[config.mk]
export PLATFORM = sky130hd
export DESIGN_NAME = tagger_readout
export DESIGN_NICKNAME = d
export VERILOG_FILES = /design/src/rtl/tagger_pkg.sv /design/src/rtl/tagger_readout_buffer.sv /design/src/rtl/tagger_readout.sv
export SDC_FILE = /design/constraint.sdc
export NUM_CORES = 1
export LEC_CHECK = 0
export ABC_AREA = 1
export BUFFER_PORTS_ARGS = -buffer_cell sky130_fd_sc_hd__buf_2
export CORE_UTILIZATION = 45
export DETAILED_ROUTE_END_ITERATION = 6
export PLACE_DENSITY_LB_ADDON = 0.25
export SLEW_MARGIN = 20
export SYNTH_ARGS = -nofsm -noshare
export SYNTH_HDL_FRONTEND = slang
export SYNTH_SLANG_ARGS = --single-unit
[constraint.sdc]
create_clock -name clk -period 1.8 [get_ports clk]
set_input_delay 0.09 -clock clk [delete_from_list [all_inputs] [get_ports clk]]
set_output_delay 0.09 -clock clk [all_outputs]
set_load 0.05 [all_outputs]
[src/rtl/tagger_pkg.sv]
// Shared word-format constants and event record for the time-tagger readout path.
package tagger_pkg;

    localparam int TIME_BITS_DEF    = 27;
    localparam int CHANNEL_BITS_DEF = 4;
    localparam int EPOCH_BITS_DEF   = 37;
    localparam int STAMP_BITS       = TIME_BITS_DEF + EPOCH_BITS_DEF;

    localparam int TAG_TYPE_BIT   = 31;
    localparam int MARKER_OVF_BIT = 30;
    localparam int CHANNEL_LSB    = 27;
    localparam int TIME_LSB       = 0;

    typedef struct packed {
        logic [CHANNEL_BITS_DEF-1:0] channel;
        logic [STAMP_BITS-1:0]       stamp;
        logic                        overflow;
    } event_t;

endpackage

[src/rtl/tagger_readout_buffer.sv]
// Two-entry event FIFO between the decoder and the host handshake.
// Push while full is ignored unless a pop frees the slot in the same cycle.
module tagger_readout_buffer
    import tagger_pkg::*;
(
    input  logic       clk,
    input  logic       rst_n,
    input  logic       push,
    input  event_t     push_data,
    input  logic       pop,
    output event_t     head,
    output logic [1:0] count
);

    event_t mem [2];
    logic   wr_ptr;
    logic   rd_ptr;
    logic   do_push;
    logic   do_pop;

    assign do_pop  = pop && (count != 2'd0);
    assign do_push = push && ((count != 2'd2) || do_pop);
    assign head    = mem[rd_ptr];

    always_ff @(posedge clk or negedge rst_n) begin
        if (!rst_n) begin
            mem[0] <= '0;
            mem[1] <= '0;
            wr_ptr <= 1'b0;
            rd_ptr <= 1'b0;
            count  <= 2'd0;
        end else begin
            if (do_push) begin
                mem[wr_ptr] <= push_data;
                wr_ptr      <= ~wr_ptr;
            end
            if (do_pop) begin
                rd_ptr <= ~rd_ptr;
            end
            count <= count + {1'b0, do_push} - {1'b0, do_pop};
        end
    end

endmodule

[src/rtl/tagger_readout.sv]
// Tag FIFO reader: decodes tag/marker words, extends time with a rollover epoch,
// and presents events on valid/ready. Optional counters under TAGGER_READOUT_STATS_EN.
module tagger_readout
    import tagger_pkg::*;
#(
    parameter int TIME_BITS    = TIME_BITS_DEF,
    parameter int CHANNEL_BITS = CHANNEL_BITS_DEF,
    parameter int EPOCH_BITS   = EPOCH_BITS_DEF
) (
    input  logic                            clk,
    input  logic                            rst_n,
    input  logic                            read_empty,
    output logic                            read_enable,
    input  logic [31:0]                     read_data,
    input  logic [(1<<CHANNEL_BITS)-1:0]    conf_enable_channel,
    output logic                            out_valid,
    input  logic                            out_ready,
    output logic [CHANNEL_BITS-1:0]         out_channel,
    output logic [TIME_BITS+EPOCH_BITS-1:0] out_time,
    output logic                            out_overflow,
    output logic [15:0]                     stat_overflows,
    output logic [31:0]                     stat_tags
);

    localparam logic [EPOCH_BITS-1:0] EPOCH_ONE = {{(EPOCH_BITS-1){1'b0}}, 1'b1};

    logic                    inflight;
    logic [EPOCH_BITS-1:0]   epoch;
    logic                    pending_overflow;
    logic [1:0]              buf_count;
    logic                    buf_push;
    logic                    pop;
    event_t                  buf_data;
    event_t                  buf_head;
    logic                    is_marker;
    logic                    is_ovf;
    logic                    tag_enabled;
    logic [CHANNEL_BITS-1:0] word_channel;
    logic [2:0]              occupancy;

    assign pop       = out_valid && out_ready;
    assign out_valid = (buf_count != 2'd0);

    // A pop this cycle frees a slot before the requested word can land, so it
    // counts as space already; this is what keeps one word per cycle streaming.
    assign occupancy   = {1'b0, buf_count} + {2'b00, inflight} - {2'b00, pop};
    assign read_enable = rst_n && !read_empty && (occupancy < 3'd2);

    assign is_marker    = read_data[TAG_TYPE_BIT];
    assign is_ovf       = read_data[MARKER_OVF_BIT];
    assign word_channel = read_data[CHANNEL_LSB +: CHANNEL_BITS];
    assign tag_enabled  = conf_enable_channel[word_channel];
    assign buf_push     = inflight && !is_marker && tag_enabled;

    always_comb begin
        buf_data          = '0;
        buf_data.channel  = word_channel;
        buf_data.stamp    = {epoch, read_data[TIME_LSB +: TIME_BITS]};
        buf_data.overflow = pending_overflow;
    end

    always_ff @(posedge clk or negedge rst_n) begin
        if (!rst_n) begin
            inflight         <= 1'b0;
            epoch            <= '0;
            pending_overflow <= 1'b0;
        end else begin
            inflight <= read_enable;
            if (inflight && is_marker) begin
                if (is_ovf) begin
                    pending_overflow <= 1'b1;
                end else begin
                    epoch <= epoch + EPOCH_ONE;
                end
            end else if (buf_push) begin
                pending_overflow <= 1'b0;
            end
        end
    end

    tagger_readout_buffer u_buffer (
        .clk       (clk),
        .rst_n     (rst_n),
        .push      (buf_push),
        .push_data (buf_data),
        .pop       (pop),
        .head      (buf_head),
        .count     (buf_count)
    );

    assign out_channel  = buf_head.channel;
    assign out_time     = buf_head.stamp;
    assign out_overflow = buf_head.overflow;

`ifdef TAGGER_READOUT_STATS_EN
    logic [15:0] ovf_count;
    logic [31:0] tag_count;

    always_ff @(posedge clk or negedge rst_n) begin
        if (!rst_n) begin
            ovf_count <= 16'd0;
            tag_count <= 32'd0;
        end else begin
            if (inflight && is_marker && is_ovf && (ovf_count != 16'hFFFF)) begin
                ovf_count <= ovf_count + 16'd1;
            end
            if (pop) begin
                tag_count <= tag_count + 32'd1;
            end
        end
    end

    assign stat_overflows = ovf_count;
    assign stat_tags      = tag_count;
`else
    assign stat_overflows = 16'd0;
    assign stat_tags      = 32'd0;
`endif

endmodule

# After elaboration in Yosys (flattened, before gate mapping)

Index checks and enable logic that the tools add are counted.

$add $sub $neg: 5
Magnitude comparators: 5
Equal/unequal tests: 2
Muxes and demuxes: 11
Bitwise gates (word level): 5
Reduce and logical (&&, ||, !) cells: 16

Operator list:

| operator              | count |
|---|---|
| $mux 69               | 4 |
| $bwmux 138            | 1 |
| $demux 69 s1          | 1 |
| $add 37x1->37 const B | 1 |
| $logic_and 1x1->1     | 9 |
| $lt 4x5->1 const B    | 1 |
| $bmux 1 s4            | 1 |
| $ge 2x2->1 const B    | 2 |
| $mux 1                | 4 |
| $ne 2x2->1 const B    | 2 |
| $not 1->2             | 2 |
| $reduce_and 2->1      | 2 |
| $reduce_bool 2->1     | 2 |
| $add 2x1->3           | 1 |
| $lt 3x2->1 const B    | 1 |
| $not 1->1             | 3 |
| $sub 3x1->3           | 1 |
| $add 2x1->2           | 1 |
| $logic_not 1->1       | 2 |
| $lt 2x1->1 const B    | 1 |
| $sub 2x1->2           | 1 |
| $logic_or 1x1->1      | 1 |

Register bits: 181
Input port bits: 52
Output and inout bits: 119
Logic and storage cells: 56

# Depth between registers and ports, before layout

Depth in word-level cells: 7
Depth in mapped cells: 13
Mapped depth without buffers: 11

# Cells and area by module

From an unflattened synthesis, not the netlist that was laid out.

Cell total of the unflattened synthesis: 1263
Area total of the unflattened synthesis: 9639.2 sq um

Modules (own cells, without submodules):

| module                | times used | cells each | area each (sq um) |
|---|---|---|---|
| tagger_readout_buffer | 1          | 860        | 6729.0 |
| tagger_readout        | 1          | 403        | 2910.3 |

# Worst setup path after synthesis

OpenSTA, ideal clock, no wires.

Path kind: flip-flop to flip-flop
From: register u_buffer.count[1]
To: register inflight
Setup time: 0.245 ns
Arrival: 3.081 ns
Data required time: 1.555 ns
Setup slack: -1.526 ns
Cell stages (with the launch flop): 11
Path buffers: 0
Cell sequence: dfrtp_1 > inv_1 > nand2_1 > nand2_1 > inv_1 > ha_1 > inv_1 > nand2_1 > fa_1 > nand2_1 > nor3_1

Cells in the longest elaborated chain, start to end: 5
Elaborated cells between the ends (all ways): 6
Those cells by class: add/sub: 2; order compare: 1; reduce/logical: 3

Ends and longest elaborated chain:

| what                   | RTL line                    | RTL |
|---|---|---|
| start, declared        | tagger_readout_buffer.sv:12 | `output logic [1:0] count` |
| start signal, assigned | tagger_readout_buffer.sv:40 | `count <= count + {1'b0, do_push} - {1'b0, do_pop};` |
| $reduce_bool 2->1      | tagger_readout.sv:42        | `assign out_valid = (buf_count != 2'd0);` |
| via out_valid          | tagger_readout.sv:16        | `output logic out_valid,` |
| $logic_and 1x1->1      | tagger_readout.sv:41        | `assign pop = out_valid && out_ready;` |
| $sub 3x1->3            | tagger_readout.sv:46        | `assign occupancy = {1'b0, buf_count} + {2'b00, inflight} - {2'b00, pop};` |
| $lt 3x2->1             | tagger_readout.sv:47        | `assign read_enable = rst_n && !read_empty && (occupancy < 3'd2);` |
| $logic_and 1x1->1      | tagger_readout.sv:47        |  |
| via read_enable        | tagger_readout.sv:13        | `output logic read_enable,` |
| end signal, assigned   | tagger_readout.sv:68        | `inflight <= read_enable;` |
| end, declared          | tagger_readout.sv:27        | `logic inflight;` |

The timed path passes the listed nets, and every way through them passes these cells.
A chain may end at the register's enable or synchronous reset.

# Final worst setup path

From: register u_buffer.count[1]
To: output read_enable

Cells in the longest elaborated chain, start to end: 5
Elaborated cells between the ends (all ways): 6
Those cells by class: add/sub: 2; order compare: 1; reduce/logical: 3

Ends and longest elaborated chain:

| what                                                | RTL line |
|---|---|
| branches (longest 2 deep; another with $add 2x1->3) | - |
| $sub 3x1->3 *                                       | tagger_readout.sv:46 |
| $lt 3x2->1 *                                        | tagger_readout.sv:47 |
| $logic_and 1x1->1 *                                 | tagger_readout.sv:47 |
| end, declared                                       | tagger_readout.sv:13 |

Every way passes the cells marked *.

==> metrics.yaml <==
synth:
  avgSynthCellArea_um2: 7.59
  synth_top_area_cell: "dfrtp_1"
  synthAdderAreaFrac_pct: 0.795
  synth-main-ff-cell: "dfrtp_1"
  netlist_area_um2: 8810
  synth_area_leaders: "dfrtp_1, nand2_1, buf_4"
  synth_xor_area_share_pct: 3.68
  muxShareOfSynthArea_pct: 0
  seq_area_frac_synth_pct: 51.4
  synthCells: 1162
  yosysMostFrequentCell: "nand2_1"
  synth-edff-count: 0
  yosys_warnings: 0
  synth_commonest_cells: "nand2_1, dfrtp_1, inv_1, buf_4, clkbuf_1"
  yosys.area_share.simple_pct: 35.0
  synth_top_family_by_area: "simple AND/OR/NAND/NOR gates"
  synth-seq-cells: 181
  ys_types: 27
  async_flop_share_pct: 100
  synth_top_area_share_pct: 51.4
  synth_compound_area_share_pct: 0.114
clock_tree:
  clk_latency_ns: 0.43
  clock-sinks: 181
  htree_levels: 4
  cts_tree: "done"
  path_clk_slew_ns: 0.07
  cts_hold_buf: 34
  cts_root_buf: "clkbuf_16"
  clk_path_buf_depth: 2
  cts_buffers: 17
final_layout:
  diodes: 0
  post-route-util_pct: 61.3
  area_growth_pct: 31.9
  stdcell_area_um2: 11600
  fin_nets: 1428
  stdcell_count: 1644
  drive_above_1_share_pct: 20.1
timing:
  setup_viol: 2
  fin_worst_skew_ns: 0.00841
  fin_ws_ns: -0.642
  max_freq_ghz: 0.410
  hold_violations: 182
  grt_setup_unrepaired: "true"
  setup_tns_ns: -0.671
  slew_violations: 0
  slew_headroom_pct: 61.0
  fin_hold_ws_ns: -0.331
  fin_crit_sh_pct: 136
  period_needed_ns: 2.44
  tightest_slew_ns: 0.585
detailed_routing:
  dr.pass1.iters: 6
  vias_per_cell: 4.76
  remaining_drc_errors: 0
  drt_iter0_markers: 527
  vias: 7819
  drt-total-wl_um: 23900
  wl_per_cell_um: 14.6
  drt.antenna.violating_nets: 0
worst_setup_path:
  max_stage_delay_ns: 0.50
  worstPathBufferInverterCount: 4
  critPathTopFamily: "adder cells"
  cpMaxStageDelayCell: "fa_1"
  cp_max_fo: 2
  critPathCaptureType: "primary output"
  crit_required_ns: 1.71
  critPathKind: "reg2out"
  cp.arrival_ns: 2.35
  startpoint_type: "flip-flop"
  crit_chain: "inv_2 > nand2_8 > nand2_4 > inv_2 > ha_4 > inv_4 > nand2_2 > fa_1 > nand2_2 > nor3_4 > buf_6"
job:
  maxCapViolCount: 0
outcome:
  status: "finished, violations left"
  violations: "negative hold slack, negative setup slack"
place:
  port_buffers: 122
  gp_congestion: 0.839
  hpwl_um: 13200
  dpl-instance-area_um2: 9940
  dp_cells: 1549
  post-place-ws_ns: -0.294
power_and_ir_drop:
  p_leak_nw: 6.64
  peakVddDrop_mv: 0.832
  power.density_nw_per_um2: 1420
  finalPower_mw: 16.4
grt:
  first_global_vias: 7352
  grt_start_max_net_pins: 103
  overflow: 0
  track_usage_pct: 22.3
  grt_antenna_before_repair: 0
  grt_pass1_wl_um: 35500
die:
  core.rowCount: 50
  die_w_um: 142
  pin_count: 171
  die_h_um: 142
  initial_utilization_pct: 46.5
  core_area_um2: 19000
  dieArea_um2: 20200
worst_hold_path:
  hp-class: "in2async"
[cell families (layout without fill, tap and decap cells)]
group / count (synthesis) / in the layout
DFF: 181 / 181
other: 1 / 48
adders and majority gates: 5 / 5
buffers and inverters: 150 / 325
AOI/OAI and AO/OA: 2 / 2
and+or+nand+nor: 786 / 786
xor gates and xnor gates: 37 / 37
[routing by layer]
metal | up-vias | GRT usage, % | routed length (um)
li1 | 3827 | - | -
met1 | 3752 | 28.7 | 10900
met2 | 219 | 38.3 | 11600
met3 | 21 | 4.58 | 1110
met4 | 0 | 5.60 | 281
met5 | - | 0 | 0
[placed cells by master (no fill, tap or decap), drive strengths merged]
master and n:
nand2 704, dfrtp 181, buf 170, inv 61, clkbuf 51, conb 48
dlygate4sd3 34, nor2 30, nand3 27, xor2 22, xnor2 15, nor3 15
nand4 8, bufinv 6, ha 4, clkinv 3, nor4 2, o21ai 2
fa 1
[power by group]
| part | internal (mW) | leakage, nW | switching, mW |
|---|---|---|---|
| combinational | 2.01 | 3.88 | 4.52 |
| sequential | 5.00 | 2.42 | 0.565 |
| clock | 2.67 | 0.333 | 1.69 |
| total | 9.68 | 6.64 | 6.77 |
[path summary, 6_finish.rpt]
kind	slack [ns]	end	startpoint	cells past startpoint
max	-0.64	read_enable	u_buffer.count[1]	11
min	-0.33	u_buffer.mem[71]	rst_n	2
max reg2reg	-0.03	inflight	u_buffer.count[1]	10
min reg2reg	0.48	u_buffer.mem[56]	u_buffer.mem[56]	2
max in group asynchronous	1.58	epoch[2]	rst_n	2
min in group clk	-0.07	inflight	rst_n	3
[timing repair]
item / 4_1_cts / 5_1_grt
hold endpoints to repair: 245 / 182
pin swaps: 5 / 20
gates cloned: 0 / 12
setup buffers: 3 / 15
endpoints found under the setup margin: 66 / 198
resized for setup: 6 / 78
[final cells by class]
cell class / instances / area, um^2
clock buffers: 19 / 443
well taps: 260 / 325
multi-input cells: 878 / 3860
clock inverters: 13 / 241
inverters: 57 / 229
flip-flops and latches: 181 / 4530
fillers: 1712 / 7330
repair buffers: 236 / 1990
[worst register-to-register path: cells and delay by family (launching register included)]
family	cells	cell delay [ns]
flops	1	0.39
fa+ha+maj	2	0.72
simple gates	5	0.43
buf+inv	3	0.21
[flip-flops by register name (all words and copies together), names as in the netlist]
name / flops
u_buffer.mem: 138
epoch: 37
u_buffer.count: 2
inflight: 1
pending_overflow: 1
u_buffer.rd_ptr: 1
u_buffer.wr_ptr: 1
No activity file was read; power rests on OpenSTA's default activity.
